[src/rtl/prog_lut_mux.sv]
`default_nettype none
// ============================================================================
// Module   : prog_lut_mux
// Brief    : Serially programmable 2**SEL_W-entry lookup multiplexer. Each
//            entry holds a 2-bit code selecting 0, 1, d or ~d. The table is
//            loaded MSB-first through a shadow register and committed
//            atomically, so evaluation never sees a half-written table.
//            Optional macro LUT_READBACK_EN adds rb_bit. With it, the old
//            table is streamed out MSB-first while the new one is shifted in.
// Revision : 1.0 - initial release
// ============================================================================
module prog_lut_mux #(
    parameter int SEL_W = 3
) (
    input  logic             clk,
    input  logic             reset,
    input  logic             cfg_start,
    input  logic             cfg_valid,
    input  logic             cfg_bit,
    output logic             cfg_busy,
    output logic             cfg_done,
    input  logic             in_valid,
    input  logic [SEL_W-1:0] sel,
    input  logic             d,
    output logic             f,
    output logic             out_valid
`ifdef LUT_READBACK_EN
    ,
    output logic             rb_bit
`endif
);

    localparam int DEPTH = 2 ** SEL_W;
    localparam int TW    = 2 * DEPTH;
    localparam int CNT_W = $clog2(TW + 1);

    localparam logic [CNT_W-1:0] LAST_CNT = CNT_W'(TW - 1);
    localparam logic [CNT_W-1:0] CNT_ONE  = CNT_W'(1);

    typedef enum logic [0:0] {
        ST_IDLE = 1'b0,
        ST_LOAD = 1'b1
    } state_t;

    state_t           state_q;
    logic [CNT_W-1:0] cnt_q;
    logic [TW-1:0]    shadow_q;
    logic [TW-1:0]    active_q;
    logic             cfg_busy_q;
    logic             cfg_done_q;
    logic             f_q;
    logic             out_valid_q;

    logic [TW-1:0]    shadow_shift_d;
    logic [TW-1:0]    shadow_start_d;
    logic [SEL_W:0]   code_base_d;
    logic [1:0]       code_d;
    logic             f_d;

    // Shift candidate and the value the shadow takes when a load (re)starts.
    always_comb begin
        shadow_shift_d = {shadow_q[TW-2:0], cfg_bit};
`ifdef LUT_READBACK_EN
        // Preload the live table so its bits fall out of the MSB while loading.
        shadow_start_d = active_q;
`else
        shadow_start_d = '0;
`endif
    end

    // Decode the selected entry of the active table against d.
    always_comb begin
        code_base_d = {sel, 1'b0};
        code_d      = active_q[code_base_d +: 2];
        case (code_d)
            2'b00:   f_d = 1'b0;
            2'b01:   f_d = 1'b1;
            2'b10:   f_d = d;
            default: f_d = ~d;
        endcase
    end

    // Load FSM: serial shift into shadow, atomic commit to the active table.
    always_ff @(posedge clk or posedge reset) begin
        if (reset) begin
            state_q    <= ST_IDLE;
            cnt_q      <= '0;
            shadow_q   <= '0;
            active_q   <= '0;
            cfg_busy_q <= 1'b0;
            cfg_done_q <= 1'b0;
        end else begin
            cfg_done_q <= 1'b0;
            case (state_q)
                ST_IDLE: begin
                    if (cfg_start) begin
                        state_q    <= ST_LOAD;
                        cfg_busy_q <= 1'b1;
                        cnt_q      <= '0;
                        shadow_q   <= shadow_start_d;
                    end
                end
                ST_LOAD: begin
                    // A restart wins over any bit offered in the same cycle.
                    if (cfg_start) begin
                        cnt_q    <= '0;
                        shadow_q <= shadow_start_d;
                    end else if (cfg_valid) begin
                        shadow_q <= shadow_shift_d;
                        cnt_q    <= cnt_q + CNT_ONE;
                        if (cnt_q == LAST_CNT) begin
                            active_q   <= shadow_shift_d;
                            state_q    <= ST_IDLE;
                            cfg_busy_q <= 1'b0;
                            cfg_done_q <= 1'b1;
                        end
                    end
                end
                default: begin
                    state_q    <= ST_IDLE;
                    cfg_busy_q <= 1'b0;
                end
            endcase
        end
    end

    // Evaluation pipeline: one-cycle latency, f holds when no request.
    always_ff @(posedge clk or posedge reset) begin
        if (reset) begin
            f_q         <= 1'b0;
            out_valid_q <= 1'b0;
        end else begin
            out_valid_q <= in_valid;
            if (in_valid) begin
                f_q <= f_d;
            end
        end
    end

    assign cfg_busy  = cfg_busy_q;
    assign cfg_done  = cfg_done_q;
    assign f         = f_q;
    assign out_valid = out_valid_q;
`ifdef LUT_READBACK_EN
    assign rb_bit    = shadow_q[TW-1];
`endif

endmodule
`default_nettype wire
[config.mk]
export PLATFORM = sky130hd
export DESIGN_NAME = prog_lut_mux
export DESIGN_NICKNAME = d
export VERILOG_FILES = /design/src/rtl/prog_lut_mux.sv
export SDC_FILE = /design/constraint.sdc
export NUM_CORES = 1
export LEC_CHECK = 0
export CORE_MARGIN = 2
export CORE_UTILIZATION = 50
export CTS_CLUSTER_DIAMETER = 40
export DETAILED_ROUTE_END_ITERATION = 6
export HOLD_SLACK_MARGIN = 0.03
export PLACE_DENSITY = 0.7
export RECOVER_POWER = 25
export SYNTH_ARGS = -nofsm -noshare
export SYNTH_HDL_FRONTEND = slang
export SYNTH_SLANG_ARGS = --single-unit
[constraint.sdc]
create_clock -name clk -period 4.17 [get_ports clk]
set_input_delay 0.834 -clock clk [delete_from_list [all_inputs] [get_ports clk]]
set_output_delay 0.834 -clock clk [all_outputs]
set_load 0.01 [all_outputs]
# Yosys cells after proc, flatten, opt, wreduce, memory -nomap -nowiden
# Index checks and enable logic that the tools add are counted.
[classes]
n_eq_ne = 8
n_reduce_logical = 4
n_bitwise = 3
n_addsub = 1
n_mux = 23
shift = 1
[op_table]
columns = ["cell", "n"]
rows = [
  ["$mux W15", 3],
  ["$pmux W15 S2", 1],
  ["$shiftx A16 B5 Y2", 1],
  ["$mux W5", 3],
  ["$mux W1", 12],
  ["$pmux W5 S2", 1],
  ["$reduce_and A4 Y1", 2],
  ["$ne A2 B2 Y1 const B", 3],
  ["$add A5 B1 Y5 const B", 1],
  ["$eq A5 B4 Y1 const B", 1],
  ["$pmux W1 S2", 2],
  ["$ne A3 B3 Y1 const B", 1],
  ["$not A1 Y1", 3],
  ["$pmux W1 S3", 1],
  ["$eq A2 B1 Y1 const B", 1],
  ["$eq A2 B2 Y1 const B", 1],
  ["$logic_not A2 Y1", 1],
  ["$ne A2 B1 Y1 const B", 1],
  ["$reduce_and A2 Y1", 1],
]
[totals]
word_cells = 48
out_inout_bits = 4
inputBits = 10
ff_bits = 41

# Longest topological paths before layout
[depth]
depth_word = 5
mapped_depth = 7
mapped_depth_nobuf = 6

# Worst setup path after synthesis
# Ideal clock, no wire load.
[synth_timing]
path_type = "input to register"
startpoint = "input port sel[2]"
endpoint = "register f_q (netlist: f)"
required_ns = 4.043
t_arrival_ns = 1.832
path_slack_ns = 2.212
path_buffers = 1
setup_ns = 0.127
cell_stages = 5
cell_sequence = "buf_6 mux4_1 mux2i_1 a211oi_1 nand3b_1"
[synth_between]
elab_chain_cells = 3
elab_cells_between_ends = 5
cone_classes = "eq/ne: 2; shift: 1; mux: 1; reduce/logical: 1"
[synth_lines]
columns = ["item", "line", "rtl"]
rows = [
  ["start, declared", "23", "input logic [SEL_W-1:0] sel,"],
  ["$shiftx A16 B5 Y2 (*)", "74", "code_d = active_q[code_base_d +: 2];"],
  ["$eq A2 B2 Y1 (tied with other cells)", "75", "case (code_d)"],
  ["$pmux W1 S3 (*)", "75", ""],
  ["end signal, assigned", "130", "f_q <= 1'b0;"],
  ["end signal, assigned", "135", "f_q <= f_d;"],
  ["end, declared", "51", "logic f_q;"],
]
# Every way passes the cells marked *; elsewhere a longest branch is shown, timed or not.
# A chain may end at the register's enable or synchronous reset.

# Final worst setup path
[layout_timing]
startpoint = "input port cfg_start"
endpoint = "register active_q[13]"
[layout_between]
elab_chain_cells = 2
[layout_lines]
columns = ["item", "line", "rtl"]
rows = [
  ["start, declared", "17", "input logic cfg_start,"],
  ["$not A1 Y1 (no source line)", "--", ""],
  ["$reduce_and A4 Y1 (no source line)", "--", ""],
  ["end signal, assigned", "112", "active_q <= shadow_shift_d;"],
  ["end, declared", "48", "logic [TW-1:0] active_q;"],
]
# No other way between the ends.

==> qor.csv <==
metric,value,unit
"Seq/Total Area, Yosys",58.6,%
worst stage delay on the critical path,0.68,ns
row count,21,
Post-DRT Antenna Nets,0,
I/O Buffers,13,
syn_nets,164,
Hold WC Path Type,register to register,
"critical path, cell by cell",clkdlybuf4s50_1 > clkbuf_1 > inv_1 > nand4_2 > mux2_2,
worst skew pair latency,0.35,ns
"Slew Viols, Final",0,
initial antenna violation count,0,
Synth top area share,58.6,%
Crit path max-delay family,buffers and inverters,
Max Cap Viol,0,
PD cells,360,nW/µm²
Worst setup SP type,input pin,
Finished Layout Cells,214,
CTS tree,done,
Area after DPL,1920,µm²
Max-slew headroom,3.57,%
drc violations,0,
Mean Syn Cell Area,11.5,µm²
Final period util,65.3,%
vias in the first global route,1097,
CTS Buffer Depth,2,
GRT overflow,0,
GP Congestion,0.692,
Die Height,63.2,µm
"commonest non-fill, non-tap cell in the layout",dfrtp_1,
I/O pin count,14,
Fin. Hold Viols,0,
"FF+latch count, synth",41,
postcts setup bufs,0,
fmax,367,MHz
All-Layer GR Usage,17.6,%
1st-iter DRT viols,43,
fin util,59.4,%
DP HPWL,2.25,mm
Max Clock Skew,0.00880,ns
CORE AREA,3360,µm²
"CTS clk-pin slew, worst paths",0.12,ns
vias,1141,
total CTS buffers,5,
Inst Count DP,206,
final setup fails,0,
first-pass GRT wire length,5.33,mm
routed wire length per instance,14.6,µm
hold buffer count at cts,0,
CTS Root Cell,clkbuf_4,
Critical-path top delay cell,clkbuf_1,
Synth area leader,dfrtp_1,
Layout area overhead,14.0,%
post-route cell area,2000,µm²
yosys warns,0,
worst vdd ir,241,µV
WP buf/inv,3,
crit-path max FO,21,
Initial Utilization,52.1,%
layout cells sized above 1,15.5,%
Fill cells,318,
Crit. End Element,register,
Die X,63.2,µm
most frequent cells in the layout,"dfrtp_1 (41), nand2_1 (39), mux2_2 (17)",
DRT Pass-1 Iters,4,
number of distinct library cells after synthesis,25,
WP data required,4.41,ns
WS Path Type,input pin to register,
Vias/cell,5.33,
RSZ-0062 raised after global routing,no,
setup_tns,0,ns
Final nets,179,
H-tree levels,2,
Period minus WS final,2.72,ns
measured slew at the worst slew-check pin,1.45,ns
maximum number of pins on one net before global-route repair,29,
Die Footprint,3990,µm²
Syn Std Cell Area,1750,µm²
clk sinks,41,
most area-consuming cells after synthesis,"dfrtp_1 (59%), mux2_2 (11%), nand2_1 (8.4%)",
run status,completed,
"Gates resized, CTS repair",0,
Synth Instances,152,
Worst Path Arrival,2.96,ns
Post-Route WL,3.13,mm
total power,718,µW
Leakage,0.000957,µW
antenna cell count,0,
[cells by family (layout without fill, tap and decap cells)]
logic type / after synthesis / count (layout) / synth area share [%]
multiplexers: 22 / 22 / 16.4
adder cells (fa/ha/maj): 2 / 2 / 1.43
AND/OR/NAND/NOR: 50 / 50 / 12.1
XOR/XNOR: 3 / 3 / 1.50
AO/OA/AOI/OAI: 21 / 21 / 6.71
buffers and inverters: 13 / 29 / 3.29
flip-flops: 41 / 41 / 58.6
[Yosys cell counts]
library cell   n
dfrtp_1       41
nand2_1       39
mux2_2        17
a21oi_1       16
inv_1          6
clkbuf_1       5
nor2_1         4
a211oi_1       2
ha_1           2
mux2i_1        2
mux4_1         2
nand4_1        2
xor2_1         2
a2bb2oi_1      1
and2_1         1
and3_1         1
buf_2          1
buf_6          1
mux4_2         1
nand3b_1       1
nand4_2        1
nor2b_1        1
o21ai_0        1
o31a_1         1
xnor2_1        1
[layout make-up]
type	instances	area, µm²	share of cell area, %
multi-input combinational	98	668	33.5
clock inverter	1	30.0	1.50
clock buffer	7	55.1	2.76
sequential	41	1030	51.4
tap	46	57.6	2.88
inverter	6	22.5	1.13
timing repair buffer	15	138	6.89
[stage by stage]
stage	hold WS [ns]	worst slack (ns)
final	0.514	1.45
after floorplan	0.470	2.21
after global placement	0.484	1.59
after CTS	0.516	1.95
after detailed placement	0.488	1.57
after global routing	0.530	1.10
[path summary, 6_finish.rpt]
path	start	to	slack (ns)	cells after the start
min in group asynchronous	reset	f	0.96	2
max in group asynchronous	reset	active_q[11]	1.50	3
setup reg to reg	cnt_q[0]	active_q[13]	2.18	5
setup / recovery	cfg_start	active_q[13]	1.45	5
hold / removal	active_q[8]	active_q[8]	0.51	1
hold reg to reg	active_q[8]	active_q[8]	0.51	1
[power by group]
group	switching, µW	total [µW]	internal [µW]
registers	4.20	407	403
clock network	123	266	143
logic	26.9	45.2	18.2
total	154	718	564
[sequential cells by signal, indices dropped and copies added, names as in the netlist]
register / count
cnt_q: 5
f: 1
cfg_busy: 1
shadow_q: 15
state_q: 1
out_valid: 1
active_q: 16
cfg_done: 1
[layer usage]
layer / part of all wire, % / GRT usage (%) / routed length [µm]
met1: 45 / 23.9 / 1430
met2: 49 / 27.0 / 1520
met3: 4.4 / 4.11 / 139
met4: 1.5 / 8.15 / 48
met5: 0 / 0 / 0
No activity file was read; power rests on OpenSTA's default activity.
